### src/rtl/lmsm_sequencer_pkg.sv
// Shared constants and state encoding for the LM/SM multi-cycle sequencer.
// The ST_WB state exists only when LMSM_BASE_WB_EN is defined.
package lmsm_sequencer_pkg;

  localparam logic [3:0] OP_LM  = 4'b0110;
  localparam logic [3:0] OP_SM  = 4'b0111;
  localparam logic [2:0] R7_IDX = 3'd7;

  typedef enum logic [1:0] {
    ST_IDLE   = 2'd0,
`ifdef LMSM_BASE_WB_EN
    ST_WB     = 2'd2,
`endif
    ST_ACTIVE = 2'd1
  } state_e;

  function automatic logic is_lmsm(input logic [3:0] opcode);
    return (opcode == OP_LM) || (opcode == OP_SM);
  endfunction

endpackage

### src/rtl/lmsm_sequencer_lsb_pri_enc8.sv
// Lowest-set-bit priority encoder (8-to-3 by default) with an any-bit flag.
module lsb_pri_enc8 #(
  parameter int W  = 8,
  parameter int AW = 3
) (
  input  logic [W-1:0]  req_i,
  output logic [AW-1:0] idx_o,
  output logic          any_o
);

  // NOTE: every combinational output gets a default before any conditional
  // assignment, so no path leaves it unassigned and no latch is inferred.
  always_comb begin
    idx_o = '0;
    // Scan downward so the lowest set bit is the final (winning) assignment.
    for (int i = W - 1; i >= 0; i--) begin
      if (req_i[i]) idx_o = AW'(i);
    end
  end

  assign any_o = |req_i;

endmodule

### src/rtl/lmsm_sequencer.sv
// LM/SM sequencer: walks the register list lowest bit first, one beat per transfer.
// Define LMSM_BASE_WB_EN to append a base-register write-back beat (adds wb_valid).
module lmsm_sequencer
  import lmsm_sequencer_pkg::*;
#(
  parameter int DATA_W = 16,
  parameter int LIST_W = 8,
  parameter int REG_AW = 3
) (
  input  logic              clk,
  input  logic              rst_n,
  input  logic              in_valid,
  output logic              in_ready,
  input  logic [DATA_W-1:0] in_ir,
  input  logic [DATA_W-1:0] in_base,
  output logic              out_valid,
  input  logic              out_ready,
  output logic [REG_AW-1:0] out_reg,
  output logic [DATA_W-1:0] out_addr,
  output logic              out_is_load,
  output logic              out_last,
`ifdef LMSM_BASE_WB_EN
  output logic              wb_valid,
`endif
  output logic              stall,
  output logic              r7_hit
);

  state_e              state_q, state_d;
  logic [LIST_W-1:0]   list_q, list_d;
  logic [DATA_W-1:0]   base_q, base_d;
  logic [REG_AW:0]     count_q, count_d;
  logic                is_load_q, is_load_d;
`ifdef LMSM_BASE_WB_EN
  logic [REG_AW-1:0]   ra_q, ra_d;
`endif

  logic [REG_AW-1:0]   enc_idx;
  logic                enc_any;
  logic [LIST_W-1:0]   clr_mask;
  logic                list_single;
  logic [DATA_W-1:0]   beat_addr;
  logic                unused_ir;

  lsb_pri_enc8 #(.W(LIST_W), .AW(REG_AW)) u_enc (
    .req_i (list_q),
    .idx_o (enc_idx),
    .any_o (enc_any)
  );

  assign clr_mask    = LIST_W'(1) << enc_idx;
  assign list_single = enc_any && ((list_q & (list_q - LIST_W'(1))) == '0);
  assign beat_addr   = base_q + DATA_W'(count_q);
  assign unused_ir   = ^in_ir;

  always_comb begin
    state_d     = state_q;
    list_d      = list_q;
    base_d      = base_q;
    count_d     = count_q;
    is_load_d   = is_load_q;
`ifdef LMSM_BASE_WB_EN
    ra_d        = ra_q;
    wb_valid    = 1'b0;
`endif
    in_ready    = 1'b0;
    out_valid   = 1'b0;
    out_reg     = '0;
    out_addr    = '0;
    out_is_load = 1'b0;
    out_last    = 1'b0;

    case (state_q)
      ST_IDLE: begin
        in_ready = 1'b1;
        // An empty list is consumed here as a NOP: nothing latched, no beat.
        if (in_valid && is_lmsm(in_ir[15:12]) && (in_ir[LIST_W-1:0] != '0)) begin
          list_d    = in_ir[LIST_W-1:0];
          base_d    = in_base;
          is_load_d = ~in_ir[12];
          count_d   = '0;
`ifdef LMSM_BASE_WB_EN
          ra_d      = in_ir[11:9];
`endif
          state_d   = ST_ACTIVE;
        end
      end

      ST_ACTIVE: begin
        out_valid   = 1'b1;
        out_reg     = enc_idx;
        out_addr    = beat_addr;
        out_is_load = is_load_q;
`ifdef LMSM_BASE_WB_EN
        out_last    = 1'b0;
`else
        out_last    = list_single;
`endif
        if (out_ready) begin
          list_d  = list_q & ~clr_mask;
          count_d = count_q + 1'b1;
          if (list_single) begin
`ifdef LMSM_BASE_WB_EN
            state_d = ST_WB;
`else
            state_d = ST_IDLE;
`endif
          end
        end
      end

`ifdef LMSM_BASE_WB_EN
      ST_WB: begin
        // count now equals N, so the address points just past the block.
        out_valid   = 1'b1;
        out_reg     = ra_q;
        out_addr    = beat_addr;
        out_is_load = 1'b1;
        out_last    = 1'b1;
        wb_valid    = 1'b1;
        if (out_ready) state_d = ST_IDLE;
      end
`endif

      default: state_d = ST_IDLE;
    endcase
  end

  assign r7_hit = out_valid && out_is_load && (out_reg == REG_AW'(R7_IDX));
  assign stall  = (state_q != ST_IDLE);

  // NOTE: sequential state uses non-blocking assignments so every register
  // samples pre-edge values; all of them are reset because each one is
  // architecturally visible after reset.
  always_ff @(posedge clk or negedge rst_n) begin
    if (!rst_n) begin
      state_q   <= ST_IDLE;
      list_q    <= '0;
      base_q    <= '0;
      count_q   <= '0;
      is_load_q <= 1'b0;
`ifdef LMSM_BASE_WB_EN
      ra_q      <= '0;
`endif
    end else begin
      state_q   <= state_d;
      list_q    <= list_d;
      base_q    <= base_d;
      count_q   <= count_d;
      is_load_q <= is_load_d;
`ifdef LMSM_BASE_WB_EN
      ra_q      <= ra_d;
`endif
    end
  end

endmodule

### config.mk
export PLATFORM = sky130hd
export DESIGN_NAME = lmsm_sequencer
export DESIGN_NICKNAME = d
export VERILOG_FILES = /design/src/rtl/lmsm_sequencer_pkg.sv /design/src/rtl/lmsm_sequencer_lsb_pri_enc8.sv /design/src/rtl/lmsm_sequencer.sv
export SDC_FILE = /design/constraint.sdc
export NUM_CORES = 1
export LEC_CHECK = 0
export BUFFER_PORTS_ARGS = -buffer_cell sky130_fd_sc_hd__buf_4
export CAP_MARGIN = 20
export CORE_MARGIN = 2
export CORE_UTILIZATION = 55
export CTS_CLUSTER_SIZE = 12
export DETAILED_ROUTE_END_ITERATION = 10
export PLACE_DENSITY = 0.85
export SYNTH_ARGS = -nofsm -noshare
export SYNTH_HDL_FRONTEND = slang
export SYNTH_SLANG_ARGS = --single-unit
### constraint.sdc
create_clock -name clk -period 3.8 [get_ports clk]
set_input_delay 0.57 -clock clk [delete_from_list [all_inputs] [get_ports clk]]
set_output_delay 0.57 -clock clk [all_outputs]
set_load 0.01 [all_outputs]
==> flow_summary.ini, run 1 <==
[global_route]
use_met1 = 0.339
grt_pass1_wl_um = 8110
grt_pass1_vias = 1808
use_met2 = 0.401
grt_max_degree = 31
antenna_found_initial = 0
grt_use_met3 = 0.0696
grt-ovfl-total = 0
grt_usage = 0.254
top_usage_layer = met2

[clock_tree]
clockRootBuffer = clkbuf_4
ctsHoldBuffers = 0
cts_resized = 0
h-tree-depth = 2
clock_latency_ns = 0.33
clockBufferDepth = 2
cts.sinks = 30
post_cts_buffers = 0
clk_pin_slew_worst_paths_ns = 0.10
cts-buffers-inserted = 5
cts_tree = done

[routing]
wl_um = 4550
ant_nets = 0
via_per_inst = 5.53
vias = 1813
wire_per_inst_um = 13.9
drt-pass1-iter-count = 4
route.detailed.drc = 0
drt_iter0_markers = 136

[worst_hold_path]
hp-class = input pin to asynchronous set/reset pin

[synth]
ys_ff_latch = 30
synth_top_area_frac = 0.384
synth_warnings = 0
ys.flop_type = dfrtp_1
synth_area_um2 = 1960
synth.net_count = 272
netlist_instances = 230
synth_cell_types = 51
synthArstFlopShare = 1.00
syn_area_per_cell_um2 = 8.51
netlist_top_cells_area = dfrtp_1 38%, nand2_1 12%, xnor2_1 4.0%
synth_top_area_cell = dfrtp_1
synth-edff-count = 0
ys_seq_area_frac = 0.384

[finish]
finalInstanceArea_um2 = 2410
final_layout_size_suffix_gt1_frac = 0.248
n_antenna_cell = 0
mostFrequentLayoutCells = 64 x nand2_1, 57 x buf_4, 30 x dfrtp_1
area.growth.synth_to_final_pct = 23.3
mostFrequentLayoutCell = nand2_1
nets = 323

[critical_path]
critical_path_class = flip-flop to output pin
end_kind = output pin
startpoint_type = flip-flop
cp_data_arrival_time_ns = 2.65
crit_required_ns = 3.23
crit_path_max_fanout = 7

[power_and_ir_drop]
clkPwrFrac = 0.118
p_comb_frac = 0.506
internal_power_w = 0.000951
swShare = 0.441
ir_worst_vdd_mv = 0.357
p_leak_nw = 1.18
p_seq_frac = 0.377
p_sw_w = 0.000750
p_per_area_nw_per_um2 = 705

[sta]
layout_min_cycle_time_ns = 3.22
hold_slack_ns = 0.158
clock_skew_ns = 0.00399
setup_viol = 0
max_freq_mhz = 311
rsz0062_at_grt = no
fin_crit_sh = 0.847
slew_headroom = 0.387
slew_violations = 0
hold_viol = 0
worst_pin_slew_ns = 0.919
finalSetupTns_ns = 0

[placed_design]
io_buffers = 56
dp_hpwl_um = 3280
placed_area_um2 = 2350
place_congestion = 0.900

[floorplan]
floorplan.initialDensity = 0.577
die_area_um2 = 4050
rows = 21
io_pins = 61
core_um2 = 3390
die_x_um = 63.7
die_y_um = 63.7

[status]
status = complete, no violations

[run]
drv_cap = 0
[critical path, stage by stage (launching register included)]
cell	delay, ns
dfrtp_1	0.43
ha_1	0.24
fa_1	0.42
a21o_1	0.18
a21oi_1	0.48
nor3b_1	0.15
xnor2_1	0.19
nor2_1	0.06
buf_4	0.17
[power groups by stage]
stage          Clock (W)  Sequential, W  Combinational [W]
6_report        0.000200       0.000641           0.000860
5_1_grt         0.000223       0.000669           0.000967
4_1_cts         0.000207       0.000638           0.000863
3_5_place_dp           0       0.000642           0.000859
3_3_place_gp           0       0.000637           0.000840
2_1_floorplan          0       0.000558           0.000685
[state kept, by name, indices dropped and copies added, names as in the netlist]
name and flops:
base_q 16, count_q 4, is_load_q 1, list_q 8, state_q 1
[cell families (layout without fill, tap and decap cells)]
group | Yosys count | in the layout | synth area share
adders and majority gates | 7 | 7 | 0.0473
AOI/OAI and AO/OA | 41 | 41 | 0.168
DFF | 30 | 30 | 0.384
buffers and inverters | 18 | 70 | 0.0550
xor gates and xnor gates | 13 | 13 | 0.0582
muxes | 1 | 1 | 0.00512
and+or+nand+nor | 120 | 120 | 0.283
[layer usage]
layer / wire [um] / up-vias
met4: 66 / 0
met3: 302 / 11
li1: - / 903
met1: 2090 / 833
met2: 2090 / 66
met5: 0 / -
[cell type report]
type                       count  area [um2]
clock buffer                   7        55.1
clock inverter                 1        5.00
sequential                    30         751
tap                           46        57.6
multi-input combinational    182        1100
timing repair buffer          57         428
inverter                       5        18.8
fill                         292         976
[path summary, 6_finish.rpt]
check                             from            to  slack, ns  cells after the start
setup / recovery            count_q[0]  out_addr[10]       0.58                      8
hold / removal                   rst_n    base_q[14]       0.16                      1
setup reg to reg            state_q[0]    count_q[1]       1.69                      3
hold reg to reg              is_load_q     is_load_q       0.48                      2
max in group asynchronous        rst_n     list_q[3]       3.36                      1
min in group clk           in_base[13]    base_q[13]       0.42                      3
[stage by stage]
stage	power [W]	cells	util	worst slack (ns)
global route	0.00186	328	0.712	0.374
finish	0.00170	328	0.712	0.582
floorplan	0.00124	230	-	1.29
CTS	0.00171	328	0.712	0.567
detailed placement	0.00150	320	0.694	0.938
global placement	0.00148	320	0.694	1.02
[cell usage after synthesis (3+ instances only)]
master    number
nor3_1         7
dfrtp_1       30
xnor2_1        9
a22o_1         4
buf_6          4
a21o_1         3
clkbuf_1       4
ha_1           5
nor2_1        18
and2_1         3
o21ai_0        9
a21oi_1        7
nand3_1        6
xor2_1         4
nand2_1       64
nor3b_1        3
inv_1          5
or3_1          3
nor4_1         3
(Power assumes the default switching activity.)
==> run 2, diff against run 1 <==
--- a/config.mk
+++ b/config.mk
@@ -8,10 +8,10 @@
 export BUFFER_PORTS_ARGS = -buffer_cell sky130_fd_sc_hd__buf_4
 export CAP_MARGIN = 20
 export CORE_MARGIN = 2
-export CORE_UTILIZATION = 55
+export CORE_UTILIZATION = 51
 export CTS_CLUSTER_SIZE = 12
 export DETAILED_ROUTE_END_ITERATION = 10
-export PLACE_DENSITY = 0.85
+export PLACE_DENSITY = 0.8
 export SYNTH_ARGS = -nofsm -noshare
 export SYNTH_HDL_FRONTEND = slang
 export SYNTH_SLANG_ARGS = --single-unit
==> constraint.sdc (replaced) <==
create_clock -name clk -period 3.1 [get_ports clk]
set_input_delay 0.465 -clock clk [delete_from_list [all_inputs] [get_ports clk]]
set_output_delay 0.465 -clock clk [all_outputs]
set_load 0.01 [all_outputs]
==> flow_summary.ini, run 2 (synthesis results as in run 1) <==
[status]
status = complete, no violations

[clock_tree]
clockRootBuffer = clkbuf_8
cts-buffers-inserted = 5
cts_resized = 0
clockBufferDepth = 2
cts.sinks = 30
clk_pin_slew_worst_paths_ns = 0.07
post_cts_buffers = 0
clock_latency_ns = 0.28
cts_tree = done
ctsHoldBuffers = 0
h-tree-depth = 2

[sta]
setup_slack_ns = 0.251
clock_skew_ns = 0.00658
finalSetupTns_ns = 0
worst_pin_slew_ns = 0.838
setup_viol = 0
fin_crit_sh = 0.919
hold_viol = 0
slew_violations = 0
layout_min_cycle_time_ns = 2.85
slew_headroom = 0.442
rsz0062_at_grt = no
max_freq_mhz = 351

[routing]
vias = 1843
wl_um = 4580
wire_per_inst_um = 13.8
drt_iter0_markers = 151
route.detailed.drc = 0
ant_nets = 0
via_per_inst = 5.57
drt-pass1-iter-count = 4

[power_and_ir_drop]
p_leak_nw = 1.22
p_per_area_nw_per_um2 = 932
ir_worst_vdd_mv = 0.398

[finish]
mostFrequentLayoutCell = nand2_1
utilization = 0.679
top_regs = base_q: 16 flops, list_q: 8 flops, count_q: 4 flops
n_antenna_cell = 0
top_register = base_q
final_cells = 331
seq_area_um2 = 751
final_layout_size_suffix_gt1_frac = 0.254
largest_reg_flops = 16
multi_input_area_um2 = 1100
finalInstanceArea_um2 = 2510
mostFrequentLayoutCells = 64 x nand2_1, 58 x buf_4, 30 x dfrtp_1
area.growth.synth_to_final_pct = 28.1
num-fill-cells = 324
nets = 324

[critical_path]
reg2reg_slack_ns = 1.04
critical_path_class = flip-flop to output pin
reg2reg_depth = 3
cp_slowest_cell = a21oi_1
critPathTopFamily = compound AO/OA/AOI/OAI gates
endpoint = out_addr[15]
startpoint_type = flip-flop
reg2reg_from = state_q[0]
crit_required_ns = 2.63
r2r_end = count_q[1]
path_cells = ha_1 -> a211o_1 -> a21oi_1 -> nor4b_1 -> xnor2_1 -> nor2_1 -> buf_4
cp_data_arrival_time_ns = 2.38
cp_slowest_stage_delay_ns = 0.49
crit_start = count_q[1]
crit_path_max_fanout = 8
crit_cells = 7
critPathBufInv = 1
end_kind = output pin

[global_route]
grt-ovfl-total = 0
grt_usage = 0.237
grt_pass1_vias = 1727
grt_pass1_wl_um = 7910
grt_max_degree = 31
antenna_found_initial = 0

[floorplan]
core_um2 = 3690
die_y_um = 65.9
die_x_um = 65.9
die_area_um2 = 4350
rows = 22
floorplan.initialDensity = 0.531
io_pins = 61

[run]
drv_cap = 0

[placed_design]
placed_area_um2 = 2360
placed_cells_incl_taps = 323
post-place-ws_ns = 0.620
dp_hpwl_um = 3200
io_buffers = 56
place_congestion = 0.916

[worst_hold_path]
hp-class = input pin to asynchronous set/reset pin
run 2: worst min path at each step:
stage | from | end | slack [ns] | depth (start not counted)
CTS | rst_n | list_q[7] | 0.11 | 1
finish | rst_n | list_q[7] | 0.10 | 1
floorplan | rst_n | base_q[0] | 0.17 | 0
detailed placement | rst_n | is_load_q | 0.42 | 1
global route | rst_n | list_q[5] | 0.12 | 1
global placement | rst_n | state_q[0] | 0.42 | 1
run 2: report_power, final:
group          leakage (nW)  switching (W)  internal [W]
Combinational         0.762       0.000541      0.000513
Sequential            0.385       0.000243      0.000547
Clock                0.0714       0.000149      0.000343
run 2: per-layer routing:
metal  wire length (um)  GRT usage
met2               2210      0.394
met4                 75     0.0612
met3                224     0.0630
met5                  0          0
met1               2070      0.305
run 2: worst reg2reg max path, stage by stage, from the launching register on:
cell and delay (ns):
dfrtp_1 0.56, and4bb_2 0.41, o211a_1 0.71, o21ai_0 0.23
run 2: per-stage QoR:
stage,power (W),hold slack (ns)
finish,0.00234,0.104
global route,0.00254,0.125
CTS,0.00235,0.112
detailed placement,0.00184,0.415
global placement,0.00181,0.417
floorplan,0.00152,0.169
run 2: layout make-up:
class                           instances  share of cell area
Timing Repair Buffer                   58               0.174
Multi-Input combinational cell        182               0.438
Inverter                                5             0.00749
Clock inverter                          2              0.0240
Clock buffer                            6              0.0330
Tap cell                               48              0.0240
Sequential cell                        30               0.300
==> run 3, diff against run 2 <==
--- a/config.mk
+++ b/config.mk
@@ -7,11 +7,13 @@
 export LEC_CHECK = 0
 export BUFFER_PORTS_ARGS = -buffer_cell sky130_fd_sc_hd__buf_4
 export CAP_MARGIN = 20
+export CORE_ASPECT_RATIO = 0.5
 export CORE_MARGIN = 2
 export CORE_UTILIZATION = 51
 export CTS_CLUSTER_SIZE = 12
 export DETAILED_ROUTE_END_ITERATION = 10
 export PLACE_DENSITY = 0.8
+export REMOVE_ABC_BUFFERS = 1
 export SYNTH_ARGS = -nofsm -noshare
 export SYNTH_HDL_FRONTEND = slang
 export SYNTH_SLANG_ARGS = --single-unit
==> flow_summary.ini, run 3 (synthesis results as in run 1) <==
[status]
status = complete, no violations

[worst_hold_path]
hp-class = input pin to asynchronous set/reset pin

[clock_tree]
ctsHoldBuffers = 0
post_cts_buffers = 0
cts_tree = done
cts_resized = 0
clockRootBuffer = clkbuf_8
clk_pin_slew_worst_paths_ns = 0.07
cts.sinks = 30
cts-buffers-inserted = 5
h-tree-depth = 2
clockBufferDepth = 2
clock_latency_ns = 0.28

[critical_path]
cp_slowest_cell = dfrtp_1
critPathTopFamily = adder cells
end_kind = output pin
crit_top_cell = buf_4
critical_path_class = flip-flop to output pin
startpoint_type = flip-flop
critPathBufInv = 2
path_cells = ha_1 -> fa_1 -> a21o_1 -> a21oi_1 -> buf_4 -> nor3_1 -> xnor2_1 -> nor2_1 -> buf_4
crit_required_ns = 2.63
cp_slowest_stage_delay_ns = 0.43
cp_data_arrival_time_ns = 2.36
crit_path_max_fanout = 7

[finish]
top_regs = base_q: 16 flops, list_q: 8 flops, count_q: 4 flops
mostFrequentLayoutCell = nand2_1
mostFrequentLayoutCells = 64 x nand2_1, 58 x buf_4, 30 x dfrtp_1
largest_reg_flops = 16
nets = 324
area.growth.synth_to_final_pct = 26.5
top_register = base_q
seq_area_um2 = 751
multi_input_area_um2 = 1100
final_layout_size_suffix_gt1_frac = 0.254
n_antenna_cell = 0
num-fill-cells = 288

[placed_design]
place_congestion = 0.831
io_buffers = 56
dp_hpwl_um = 3340

[global_route]
grt_max_degree = 31
grt-ovfl-total = 0
antenna_found_initial = 0
grt_pass1_wl_um = 7290
grt_usage = 0.217
grt_pass1_vias = 1697

[floorplan]
die_y_um = 47.8
rows = 15
core_um2 = 3550
floorplan.initialDensity = 0.552
die_area_um2 = 4380
io_pins = 61
die_x_um = 91.6

[sta]
max_freq_mhz = 354
finalSetupTns_ns = 0
slew_violations = 0
rsz0062_at_grt = no
setup_viol = 0
worst_pin_slew_ns = 0.881
hold_viol = 0
hold_slack_ns = 0.103
layout_min_cycle_time_ns = 2.83
slew_headroom = 0.413
fin_crit_sh = 0.911
clock_skew_ns = 0.00298

[routing]
route.detailed.drc = 0
drt-pass1-iter-count = 4
wl_um = 4680
vias = 1861
ant_nets = 0
drt_iter0_markers = 67
via_per_inst = 5.57
wire_per_inst_um = 14.0

[power_and_ir_drop]
p_per_area_nw_per_um2 = 911
p_leak_nw = 1.20
ir_worst_vdd_mv = 0.394

[run]
drv_cap = 0
-- run 3: cell type report --
class | count | area share
multi-input combinational | 182 | 0.444
clock inverter | 3 | 0.0162
timing repair buffer | 58 | 0.176
clock buffer | 5 | 0.0278
tap | 51 | 0.0258
sequential | 30 | 0.303
inverter | 5 | 0.00758
-- run 3: path summary, 6_finish.rpt --
check                                to   startpoint  slack (ns)  cells past startpoint
setup / recovery           out_addr[14]   count_q[0]        0.27                      9
hold / removal                is_load_q        rst_n        0.10                      1
setup reg to reg             count_q[1]   state_q[0]        1.04                      3
hold reg to reg               is_load_q    is_load_q        0.49                      2
max in group asynchronous     list_q[0]        rst_n        2.72                      1
min in group clk             base_q[14]  in_base[14]        0.37                      3
-- run 3: power breakdown --
group	switching (W)	internal [W]	total, W
clock	0.000159	0.000236	0.000395
sequential	0.000237	0.000547	0.000785
combinational	0.000560	0.000516	0.00108
-- run 3: per-stage QoR --
step           setup slack [ns]  std cells  total power (W)  cell area, um2   util
2_1_floorplan             0.698        217          0.00145            1870      -
5_1_grt                   0.119        334          0.00243            2480  0.698
6_report                  0.275        334          0.00226            2480  0.698
3_5_place_dp              0.627        326          0.00185            2370  0.667
3_3_place_gp              0.621        326          0.00181            2370  0.667
4_1_cts                   0.292        334          0.00226            2480  0.698
-- run 3: metal layers --
layer / GRT usage / part of all wire / vias to the layer above / wire length [um]
li1: - / - / 904 / -
met1: 0.260 / 0.42 / 895 / 1980
met2: 0.394 / 0.51 / 55 / 2400
met3: 0.0520 / 0.057 / 7 / 267
met4: 0.0970 / 0.0062 / 0 / 29
met5: 0 / 0 / - / 0
